**config.mk**
```make
export PLATFORM = sky130hd
export DESIGN_NAME = vga_timing_gen
export DESIGN_NICKNAME = d
export VERILOG_FILES = /design/src/rtl/vga_timing_gen.sv
export SDC_FILE = /design/constraint.sdc
export NUM_CORES = 1
export LEC_CHECK = 0
export BUFFER_PORTS_ARGS = -buffer_cell sky130_fd_sc_hd__clkbuf_2
export CAP_MARGIN = 20
export CORE_MARGIN = 5
export CORE_UTILIZATION = 40
export CTS_BUF_LIST = sky130_fd_sc_hd__clkbuf_8
export DETAILED_ROUTE_END_ITERATION = 12
export PLACE_DENSITY = 0.69
export SYNTH_ARGS = -nofsm -noshare
export SYNTH_HDL_FRONTEND = slang
export SYNTH_SLANG_ARGS = --single-unit
```
**constraint.sdc**
```tcl
create_clock -name clk -period 6.21 [get_ports clk]
set_input_delay 0.621 -clock clk [delete_from_list [all_inputs] [get_ports clk]]
set_output_delay 0.621 -clock clk [all_outputs]
set_load 0.1 [all_outputs]
```
**src/rtl/vga_timing_gen.sv**
```systemverilog
// VGA raster timing generator: pixel/line counters with registered sync, blank and pulse outputs.
// Optional frame counter enabled by defining macro VGA_FRAME_CNT_EN; otherwise frame_cnt is tied to 0.
module vga_timing_gen #(
    parameter int unsigned H_DISPLAY = 640,
    parameter int unsigned H_FRONT   = 16,
    parameter int unsigned H_SYNC    = 96,
    parameter int unsigned H_BACK    = 48,
    parameter int unsigned V_DISPLAY = 480,
    parameter int unsigned V_FRONT   = 10,
    parameter int unsigned V_SYNC    = 2,
    parameter int unsigned V_BACK    = 33
) (
    input  logic       clk,
    input  logic       reset,
    output logic       hsync,
    output logic       vsync,
    output logic       display_on,
    output logic [9:0] hpos,
    output logic [9:0] vpos,
    output logic       line_start,
    output logic       frame_start,
    output logic [7:0] frame_cnt
);

    localparam int unsigned H_TOTAL = H_DISPLAY + H_FRONT + H_SYNC + H_BACK;
    localparam int unsigned V_TOTAL = V_DISPLAY + V_FRONT + V_SYNC + V_BACK;

    localparam logic [9:0] H_LAST     = 10'(H_TOTAL - 1);
    localparam logic [9:0] V_LAST     = 10'(V_TOTAL - 1);
    localparam logic [9:0] H_DISP_END = 10'(H_DISPLAY);
    localparam logic [9:0] V_DISP_END = 10'(V_DISPLAY);
    localparam logic [9:0] H_SYNC_BEG = 10'(H_DISPLAY + H_FRONT);
    localparam logic [9:0] H_SYNC_END = 10'(H_DISPLAY + H_FRONT + H_SYNC);
    localparam logic [9:0] V_SYNC_BEG = 10'(V_DISPLAY + V_FRONT);
    localparam logic [9:0] V_SYNC_END = 10'(V_DISPLAY + V_FRONT + V_SYNC);

    logic       h_wrap;
    logic       v_wrap;
    logic [9:0] hpos_next;
    logic [9:0] vpos_next;

    always_comb begin
        h_wrap    = (hpos == H_LAST);
        v_wrap    = (vpos == V_LAST);
        hpos_next = h_wrap ? '0 : hpos + 10'd1;
        vpos_next = vpos;
        if (h_wrap) begin
            vpos_next = v_wrap ? '0 : vpos + 10'd1;
        end
    end

    // Decode from the next position so every registered output lines up with the hpos/vpos it is shown with.
    always_ff @(posedge clk) begin
        if (reset) begin
            hpos        <= '0;
            vpos        <= '0;
            hsync       <= 1'b1;
            vsync       <= 1'b1;
            display_on  <= 1'b1;
            line_start  <= 1'b0;
            frame_start <= 1'b0;
        end else begin
            hpos        <= hpos_next;
            vpos        <= vpos_next;
            hsync       <= !((hpos_next >= H_SYNC_BEG) && (hpos_next < H_SYNC_END));
            vsync       <= !((vpos_next >= V_SYNC_BEG) && (vpos_next < V_SYNC_END));
            display_on  <= (hpos_next < H_DISP_END) && (vpos_next < V_DISP_END);
            line_start  <= h_wrap;
            frame_start <= h_wrap && v_wrap;
        end
    end

`ifdef VGA_FRAME_CNT_EN
    always_ff @(posedge clk) begin
        if (reset) begin
            frame_cnt <= '0;
        end else if (h_wrap && v_wrap) begin
            frame_cnt <= frame_cnt + 8'd1;
        end
    end
`else
    assign frame_cnt = '0;
`endif

endmodule

```
# Word level (Yosys, flattened, before mapping)
# Index checks and enable logic that the tools add are counted.
[totals]
output_inout_bits = 33
ff_bits = 25
wordCells = 26
in_bits = 2
[classes]
reduce_logical = 6
mux = 3
magnitude_cmp = 6
addsub = 2
eq_ne = 2
[ops]
columns = ["cell", "count"]
rows = [
  ["10-bit two-way mux", 3],
  ["10-bit by 1-bit adder with 10-bit output, second input constant", 2],
  ["10-bit == test, second input constant", 2],
  ["10-bit less-than comparator, second input constant", 2],
  ["10-bit by 9-bit less-than comparator with 1-bit output, second input constant", 2],
  ["10-bit greater-or-equal comparator, second input constant", 1],
  ["10-bit by 9-bit greater-or-equal comparator with 1-bit output, second input constant", 1],
  ["1-bit logical AND", 4],
  ["1-bit zero test", 2],
]

# Longest topological paths before layout
# Gate-level depths: netlist of the first run.
[depth]
ltp_word = 6
depth_mapped = 8
mapped_depth_nobuf = 7

# Worst setup path after synthesis of the first run
# OpenSTA, ideal clock, no wires.
[synth_timing]
path_type = "register -> register"
startpoint = "register hpos[0]"
endpoint = "register vsync"
period_less_slack_ps = 3114
setup_time_ps = 135
arrival_ps = 2978
path_stages_with_launch = 8
slack_ps = 3096
t_required_ps = 6075
n_path_buf = 1
cell_sequence = "dfxtp_1 > ha_1 > nand4_4 > or3_1 > buf_2 > or4_4 > a221oi_2 > nand4_1"
[synth_between]
elab_chain_len = 5
elab_cells_between_ends = 6
classes_between = "order compare (2); eq/ne (1); mux (1); reduce/logical (2)"
[synth_lines]
columns = ["item", "line", "text"]
rows = [
  ["start, declared", "18", "output logic [9:0] hpos,"],
  ["start signal, assigned", "63", "hpos <= hpos_next;"],
  ["10-bit == test *", "43", "h_wrap = (hpos == H_LAST);"],
  ["10-bit two-way mux *", "47", "if (h_wrap) begin"],
  ["10-bit by 9-bit greater-or-equal comparator with 1-bit output / 10-bit by 9-bit less-than comparator with 1-bit output (equally long branches)", "66", "vsync <= !((vpos_next >= V_SYNC_BEG) && (vpos_next < V_SYNC_END));"],
  ["1-bit logical AND *", "66", ""],
  ["1-bit zero test *", "66", ""],
  ["end signal, assigned", "66", ""],
  ["end, declared", "16", "output logic vsync,"],
]
# Every way passes the cells marked *; elsewhere a longest branch is shown, timed or not.
# A chain may end at the register's enable or synchronous reset.

# Worst setup path after layout of the first run
# Same ends and word-level chain as after synthesis.

==> run metrics, run 1 <==
Via Count 1271; Final Cycle Share 0.422; H-tree depth 1; Routed WL per cell 13.2 µm; Die X 69.0 µm; cell taking the most area after synthesis dfxtp_1; ANT cells 0; peak supply drop 0.0776 mV; die area 0.00476 mm²; delay-heaviest family, CP simple AND/OR/NAND/NOR gates; final setup margin 3.59 ns; count of nets after finishing 195; Mapped Cells 166; Rel. slew slack 0.453; TritonCTS sink count 25; Crit path largest cell delay 0.60 ns; Fin Clk Skew 0.00243 ns; Cell Pwr Density 206 mW/mm²; most common cell in the netlist dfxtp_1; Worst-Skew Late Latency 0.26 ns; fmax 0.382 GHz; clock slew at reported path FFs 0.08 ns; post-CTS setup buffers 0; crit path launch type register; minimum clock period 2.62 ns; post-DP HPWL 2.32 mm; average size of a mapped cell 8.38 µm²; Place WS 3.59 ns; CTS Hold Bufs 0; critical-path cell list ha_1 -> nand4_4 -> or3_1 -> or4_4 -> a221oi_2 -> nand4_1; setup TNS 0 ns; area grow syn2layout 12.7%; CTS tree built; Area contributors post-synth dfxtp_1 36%, buf_4 4.3%, a21oi_1 4.0%; Async SR Flop Fraction 0; Worst Hold Class reg -> reg; Synth Warn # 0; Slew @ Worst Pin 0.813 ns; core footprint 0.00336 mm²; hold violation total from the final report 0; Initial Utilization 0.414; vias per cell 5.43; Num CTS Buffers 3; final WL 3.09 mm; Crit path required time 6.35 ns; largest net degree at the start of global routing 18; antenna violations before repair 0; FF+latch count, synth 25; # rows 21; gpl congestion 0.818; # DRC 0; Clock Tree Root clkbuf_8; iteration count of the initial detailed-routing pass 4; port bufs 26; critical path arrival 2.76 ns; Pleak 0.583 nW; Chip Height 69.0 µm; Resized cells post-CTS 0; EDFF count, synth 0; first-pass GRT wire length 4.81 mm; CP Class reg -> reg; worst-path fanout max 15; Max-Cap Viols 0; IO Pins 35; most instantiated cells after synthesis 25 x dfxtp_1, 13 x nand2_1, 11 x a21oi_1, 11 x nor2_1; vias in the first global route 1054; initial DRC count 128; Final setup viols 0; RSZ-0062 raised after global routing no; clock buffer depth 2; Mapped Area 0.00139 mm²; area share of the largest cell type after synthesis 0.360; CP max-delay cell or3_1; Slew Limit Fails 0; status finished, final reports clean; CP Capture Type register; register area share after synthesis 0.360; share of cells above drive strength 1 0.191; Post-synth top flop dfxtp_1; Final ANT Viol Nets 0; GR Util All Layers 0.132; CP bufs+invs 0; post-synthesis cell type count 47; Congestion Overflow GR 0
## layer usage
metal	routed length, µm	up-vias	GRT usage
met5	0	-	0
met4	11	0	0.0365
met3	167	2	0.0276
met2	1460	28	0.207
met1	1460	601	0.183
li1	-	640	-
## path summary, 6_finish.rpt
| kind | startpoint | to | slack (ns) | cells past startpoint |
|---|---|---|---|---|
| max | hpos[0] | vsync | 3.59 | 6 |
| min reg2reg | hpos[0] | hpos[0] | 0.52 | 1 |
| max reg2reg | hpos[0] | vsync | 3.59 | 6 |
| min | hpos[0] | hpos[0] | 0.52 | 1 |
## cell type report
class	count	area, µm²
fillers	367	1800
multi-input cells	127	807
clock inverters	1	5.00
inverters	5	18.8
repair buffers	27	138
well taps	46	57.6
clock buffers	3	41.3
flip-flops and latches	25	500
## cell families (layout without fill, tap and decap cells)
family | count (synthesis) | count (layout) | synth area share
and+or+nand+nor | 67 | 67 | 0.274
AOI/OAI and AO/OA | 40 | 40 | 0.195
DFF | 25 | 25 | 0.360
buffers and inverters | 21 | 36 | 0.0791
xor gates and xnor gates | 6 | 6 | 0.0378
adders and majority gates | 4 | 4 | 0.0360
muxes | 2 | 2 | 0.0153
other | 1 | 8 | 0.00270
## registers in the layout, indices dropped and copies added (netlist names)
name and flops:
display_on 1, frame_start 1, hpos 10, hsync 1, line_start 1, vpos 10, vsync 1
## layout by cell type, fill, tap and decap left out, types with 3 or more instances in the layout
cell / count
a211oi_1: 4
a21oi_1: 11
a31oi_1: 3
clkbuf_2: 26
clkbuf_8: 3
conb_1: 8
dfxtp_1: 25
ha_1: 4
inv_1: 5
nand2_1: 13
nand3_1: 7
nand4_1: 3
nor2_1: 11
nor3_1: 7
o21ai_0: 6
o31ai_1: 4
or3_1: 8
xnor2_1: 4
## report_power, final
part           internal, W  switching (W)  total [W]
combinational   0.00000661      0.0000544  0.0000610
clock            0.0000448      0.0000492  0.0000939
sequential        0.000164     0.00000436   0.000168
## per-stage QoR
stage          cells  hold WS, ns  power (W)  cell area [µm²]   util
6_report         234        0.523   0.000323             1570  0.466
4_1_cts          234        0.534   0.000327             1570  0.466
5_1_grt          234        0.571   0.000338             1570  0.466
3_5_place_dp     230        0.522   0.000233             1520  0.452
3_3_place_gp     230        0.495   0.000232             1520  0.452
2_1_floorplan    173        0.906   0.000230             1420      -
No activity file was read; power rests on OpenSTA's default activity.
==> inputs of run 2 (changes only) <==
==> constraint.sdc (replaced) <==
create_clock -name clk -period 2.55 [get_ports clk]
set_input_delay 0.255 -clock clk [delete_from_list [all_inputs] [get_ports clk]]
set_output_delay 0.255 -clock clk [all_outputs]
set_load 0.1 [all_outputs]
==> run metrics, run 2 (same netlist as run 1, synthesis figures left out) <==
Pwr Total 0.000806 W (+150%); IO Pins 35 (unchanged); CTS tree built; core footprint 0.00336 mm² (unchanged); initial DRC count 130 (+1.6%); setup TNS 0 ns (unchanged); Final Cycle Share 0.923 (+0.501); Pleak 0.613 nW (+5.2%); final core occ 0.486 (+0.0201); most common cell after layout, fill and taps aside clkbuf_2; share of cells above drive strength 1 0.278 (+0.0869); critical path arrival 2.50 ns (-0.26 ns); CP bufs+invs 0 (unchanged); TritonCTS sink count 25 (unchanged); multi-input logic area 807 µm² (unchanged); Die X 69.0 µm (unchanged); status finished, final reports clean; ANT cells 0 (unchanged); delay-heaviest family, CP simple AND/OR/NAND/NOR gates; H-tree depth 1 (unchanged); RSZ-0062 raised after global routing no; Final ANT Viol Nets 0 (unchanged); # DRC 0 (unchanged); post-CTS setup buffers 0 (unchanged); Congestion Overflow GR 0 (unchanged); Routed WL per cell 13.1 µm (-0.77%); vias in the first global route 1140 (+8.2%); vias per cell 5.39 (-0.81%); Reg area 520 µm² (+4.0%); crit path launch type register; top flop regs hpos (10), vpos (10); Crit path required time 2.70 ns (-3.65 ns); clock buffer depth 2 (unchanged); Fillers 349 (-4.9%); Via Count 1293 (+1.7%); largest net degree at the start of global routing 18 (unchanged); die area 0.00476 mm² (unchanged); GR Util All Layers 0.142 (+0.00957); final WL 3.15 mm (+1.8%); Final Cell Area 0.00164 mm² (+4.3%); CP max-delay cell or4_1; Slew Limit Fails 0 (unchanged); Worst-Skew Late Latency 0.27 ns (about the same); area grow syn2layout 17.5%; DP Area 0.00159 mm² (+4.3%); hold violation total from the final report 0 (unchanged); critical-path cell list ha_1 -> nand4_4 -> or3_1 -> or4_1 -> a221oi_2 -> nand4_1; Chip Height 69.0 µm (unchanged); port bufs 26 (unchanged); Final setup viols 0 (unchanged); Crit path largest cell delay 0.58 ns (-0.02 ns); first-pass GRT wire length 5.19 mm (+7.9%); Fin Clk Skew 0.0101 ns (+0.00766 ns); count of nets after finishing 201 (+3.1%); Resized cells post-CTS 0 (unchanged); Slew @ Worst Pin 0.547 ns (-0.266 ns); post-DP HPWL 2.33 mm (+0.46%); iteration count of the initial detailed-routing pass 4 (unchanged); Worst Hold Slack 0.404 ns (-0.118 ns); CP Capture Type register; minimum clock period 2.35 ns (-0.267 ns); CTS Hold Bufs 0 (unchanged); worst-path fanout max 9 (-6); Clock Tree Root clkbuf_8; Num CTS Buffers 3 (unchanged); CP Class reg -> reg; most frequent cells in the layout 26 x clkbuf_2, 13 x nand2_1, 13 x dfxtp_1; Max-Cap Viols 0 (unchanged); clock slew at reported path FFs 0.10 ns (+0.02 ns); fmax 0.425 GHz (+11%); peak supply drop 0.408 mV (+430%); Initial Utilization 0.414 (unchanged); Rel. slew slack 0.637 (+0.184); Worst Hold Class in -> reg; antenna violations before repair 0 (unchanged); # rows 21 (unchanged); gpl congestion 0.811 (-0.83%); Cell Pwr Density 493 mW/mm² (+140%)
-- run 2: cell types whose count changed in the layout (fill, tap and decap cells not counted), sizes merged --
| cell | before | now |
|---|---|---|
| buf | 1 | 7 |
| clkinv | 1 | 0 |
| clkinvlp | 0 | 1 |
-- run 2: metal layers --
layer  wire [µm]  global-route usage  share of wire  up-vias
li1            -                   -              -      652
met1        1440               0.196           0.46      586
met2        1470               0.221           0.47       55
met3         233              0.0454          0.074        0
met4           0              0.0170              0        0
met5           0                   0              0        -
-- run 2: cell type report --
type / count / area share
Inverter: 5 / 0.0115
Sequential cell: 25 / 0.318
Tap cell: 46 / 0.0352
Clock buffer: 3 / 0.0252
Clock inverter: 1 / 0.00459
Multi-Input combinational cell: 127 / 0.493
Timing Repair Buffer: 33 / 0.112
-- run 2: path summary, 6_finish.rpt --
| check | start | to | slack [ns] | cells past startpoint |
|---|---|---|---|---|
| setup / recovery | hpos[0] | vsync | 0.20 | 6 |
| hold / removal | reset | hpos[6] | 0.40 | 2 |
| setup reg to reg | hpos[0] | vsync | 0.20 | 6 |
| hold reg to reg | hpos[0] | hpos[0] | 0.45 | 1 |
-- run 2: report_power, final --
part           total [W]  leakage, nW  internal (W)  switching [W]
sequential      0.000410        0.209      0.000399      0.0000105
combinational   0.000152        0.383     0.0000189       0.000133
clock           0.000244       0.0217      0.000111       0.000133
-- run 2: metrics by stage --
| step | instances | setup WS [ns] |
|---|---|---|
| floorplan | 173 | 0.000567 |
| global placement | 236 | 0.252 |
| detailed placement | 236 | 0.213 |
| CTS | 240 | 0.191 |
| global route | 240 | 0.0397 |
| finish | 240 | 0.196 |
==> inputs of run 3 (changes only) <==
==> config.mk (replaced) <==
export PLATFORM = sky130hd
export DESIGN_NAME = vga_timing_gen
export DESIGN_NICKNAME = d
export VERILOG_FILES = /design/src/rtl/vga_timing_gen.sv
export SDC_FILE = /design/constraint.sdc
export NUM_CORES = 1
export LEC_CHECK = 0
export CAP_MARGIN = 20
export CORE_MARGIN = 5
export CORE_UTILIZATION = 40
export CTS_BUF_LIST = sky130_fd_sc_hd__clkbuf_8
export DETAILED_ROUTE_END_ITERATION = 12
export DONT_BUFFER_PORTS = 1
export PLACE_DENSITY = 0.62
export SYNTH_ARGS = -nofsm -noshare
export SYNTH_HDL_FRONTEND = slang
export SYNTH_SLANG_ARGS = --single-unit
==> constraint.sdc (replaced) <==
create_clock -name clk -period 1.92 [get_ports clk]
set_input_delay 0.192 -clock clk [delete_from_list [all_inputs] [get_ports clk]]
set_output_delay 0.192 -clock clk [all_outputs]
set_load 0.1 [all_outputs]
==> run metrics, run 3 (same netlist as run 1, synthesis figures left out) <==
CP bufs+invs 0 (unchanged); status finished with violations; Slew Limit Fails 0 (unchanged); Reg2Reg Setup Slack -0.12 ns (-0.32 ns); die area 0.00476 mm² (unchanged); Final ANT Viol Nets 0 (unchanged); minimum clock period 2.04 ns (-0.310 ns); final setup margin -0.124 ns (-0.320 ns); gpl congestion 0.830 (+2.3%); Worst Hold Class in -> reg; r2r endpoint vsync; RSZ-0062 raised after global routing yes; Clock Tree Root clkbuf_8; critical-path cell list ha_4 -> nand4_4 -> or3_4 -> or4_4 -> a221oi_4 -> nand4_1; largest net degree at the start of global routing 16 (-2); Pleak 0.766 nW (+25%); hold violation total from the final report 0 (unchanged); peak supply drop 0.302 mV (-26%); # rows 21 (unchanged); reg2reg path depth 6 (unchanged); H-tree depth 1 (unchanged); fmax 0.489 GHz (+15%); CTS tree built; crit path launch type register; iteration count of the initial detailed-routing pass 4 (unchanged); delay-heaviest family, CP simple AND/OR/NAND/NOR gates; count of nets after finishing 215 (+7.0%); share of cells above drive strength 1 0.399 (+0.121); Final Cycle Share 1.06 (+0.141); Max-Cap Viols 0 (unchanged); IO Pins 35 (unchanged); Chip Height 69.0 µm (unchanged); initial DRC count 92 (-29%); GR Util All Layers 0.170 (+0.0277); core footprint 0.00336 mm² (unchanged); area grow syn2layout 38.2%; critical path arrival 2.19 ns (-0.31 ns); top flop regs hpos (10), vpos (10); Fillers 324 (-7.2%); clock slew at reported path FFs 0.10 ns (about the same); vias in the first global route 1297 (+14%); Pwr Total 0.00109 W (+35%); Worst Setup EP vsync; CP Class reg -> reg; CP max-delay cell or4_4; Crit path required time 2.07 ns (-0.63 ns); most frequent cells in the layout 44 x buf_4, 13 x nand2_1, 11 x a21oi_1, 11 x nor2_1, 10 x dfxtp_2; clock buffer depth 2 (unchanged); FF-to-FF Start hpos[1]; vias per cell 5.56 (+3.3%); Fin Clk Skew 0.0113 ns (+0.00120 ns); Worst Setup SP hpos[1]; Worst-Skew Late Latency 0.27 ns (about the same); Congestion Overflow GR 0 (unchanged); Crit path largest cell delay 0.53 ns (-0.05 ns); worst-path fanout max 5 (-4); ANT cells 0 (unchanged); worst hold path startpoint reset; Rel. slew slack 0.628 (-0.00940); CP Capture Type register; Cell Pwr Density 565 mW/mm² (+15%); first-pass GRT wire length 6.21 mm (+20%); antenna violations before repair 0 (unchanged); TritonCTS sink count 25 (unchanged); # DRC 0 (unchanged); post-DP HPWL 2.85 mm (+22%); WP depth 6 (unchanged); Routed WL per cell 15.0 µm (+14%); Via Count 1413 (+9.3%); failing checks setup timing; most common cell after layout, fill and taps aside buf_4; Final setup viols 2 (+2); Num CTS Buffers 3 (unchanged); Die X 69.0 µm (unchanged); port bufs 0 (-100%); final WL 3.81 mm (+21%); Worst Hold Slack 0.110 ns (-0.295 ns); Initial Utilization 0.414 (unchanged); Slew @ Worst Pin 0.557 ns (+0.00994 ns)
run 3: timing repair:
item                                    in CTS  in global routing
endpoints found under the setup margin       4                  4
endpoints found under the hold margin       14                  0
resized for setup                            2                  6
buffers inserted                             1                  0
pin swaps                                    1                  0
hold buffers                                 1                  0
run 3: worst min path at each step:
stage | end | slack (ns) | cells past startpoint
after global routing | hpos[9] | 0.11 | 2
after floorplan | hpos[1] | 0.48 | 2
after CTS | hpos[9] | 0.12 | 2
after detailed placement | hpos[6] | 0.26 | 1
final | hpos[9] | 0.11 | 2
after global placement | vpos[2] | 0.26 | 1
run 3: final cells by class:
cell class	count	area, µm²	area share
flip-flops and latches	25	547	0.284
repair buffers	47	367	0.191
clock inverters	1	6.26	0.00325
clock buffers	3	41.3	0.0215
well taps	46	57.6	0.0299
multi-input cells	127	886	0.461
inverters	5	18.8	0.00976
run 3: per-layer routing:
metal / vias up / GRT usage / share of wire
li1: 685 / - / -
met1: 674 / 0.238 / 0.46
met2: 52 / 0.270 / 0.46
met3: 2 / 0.0357 / 0.072
met4: 0 / 0.0292 / 0.0055
met5: - / 0 / 0
run 3: where the power goes:
group          internal (W)  switching (W)  total [W]
Combinational     0.0000452       0.000185   0.000230
Sequential         0.000523      0.0000118   0.000534
Clock              0.000148       0.000173   0.000321
Total              0.000716       0.000370    0.00109
run 3: through the flow:
stage	instance area [µm²]	util	std cells	setup TNS (ns)	setup slack [ns]
2_1_floorplan	1520	-	173	-1.58	-0.417
3_3_place_gp	1820	0.541	248	-0.169	-0.0864
3_5_place_dp	1820	0.541	248	-0.252	-0.137
4_1_cts	1890	0.563	254	-0.155	-0.0941
5_1_grt	1920	0.572	254	-0.476	-0.197
6_report	1920	0.572	254	-0.210	-0.124
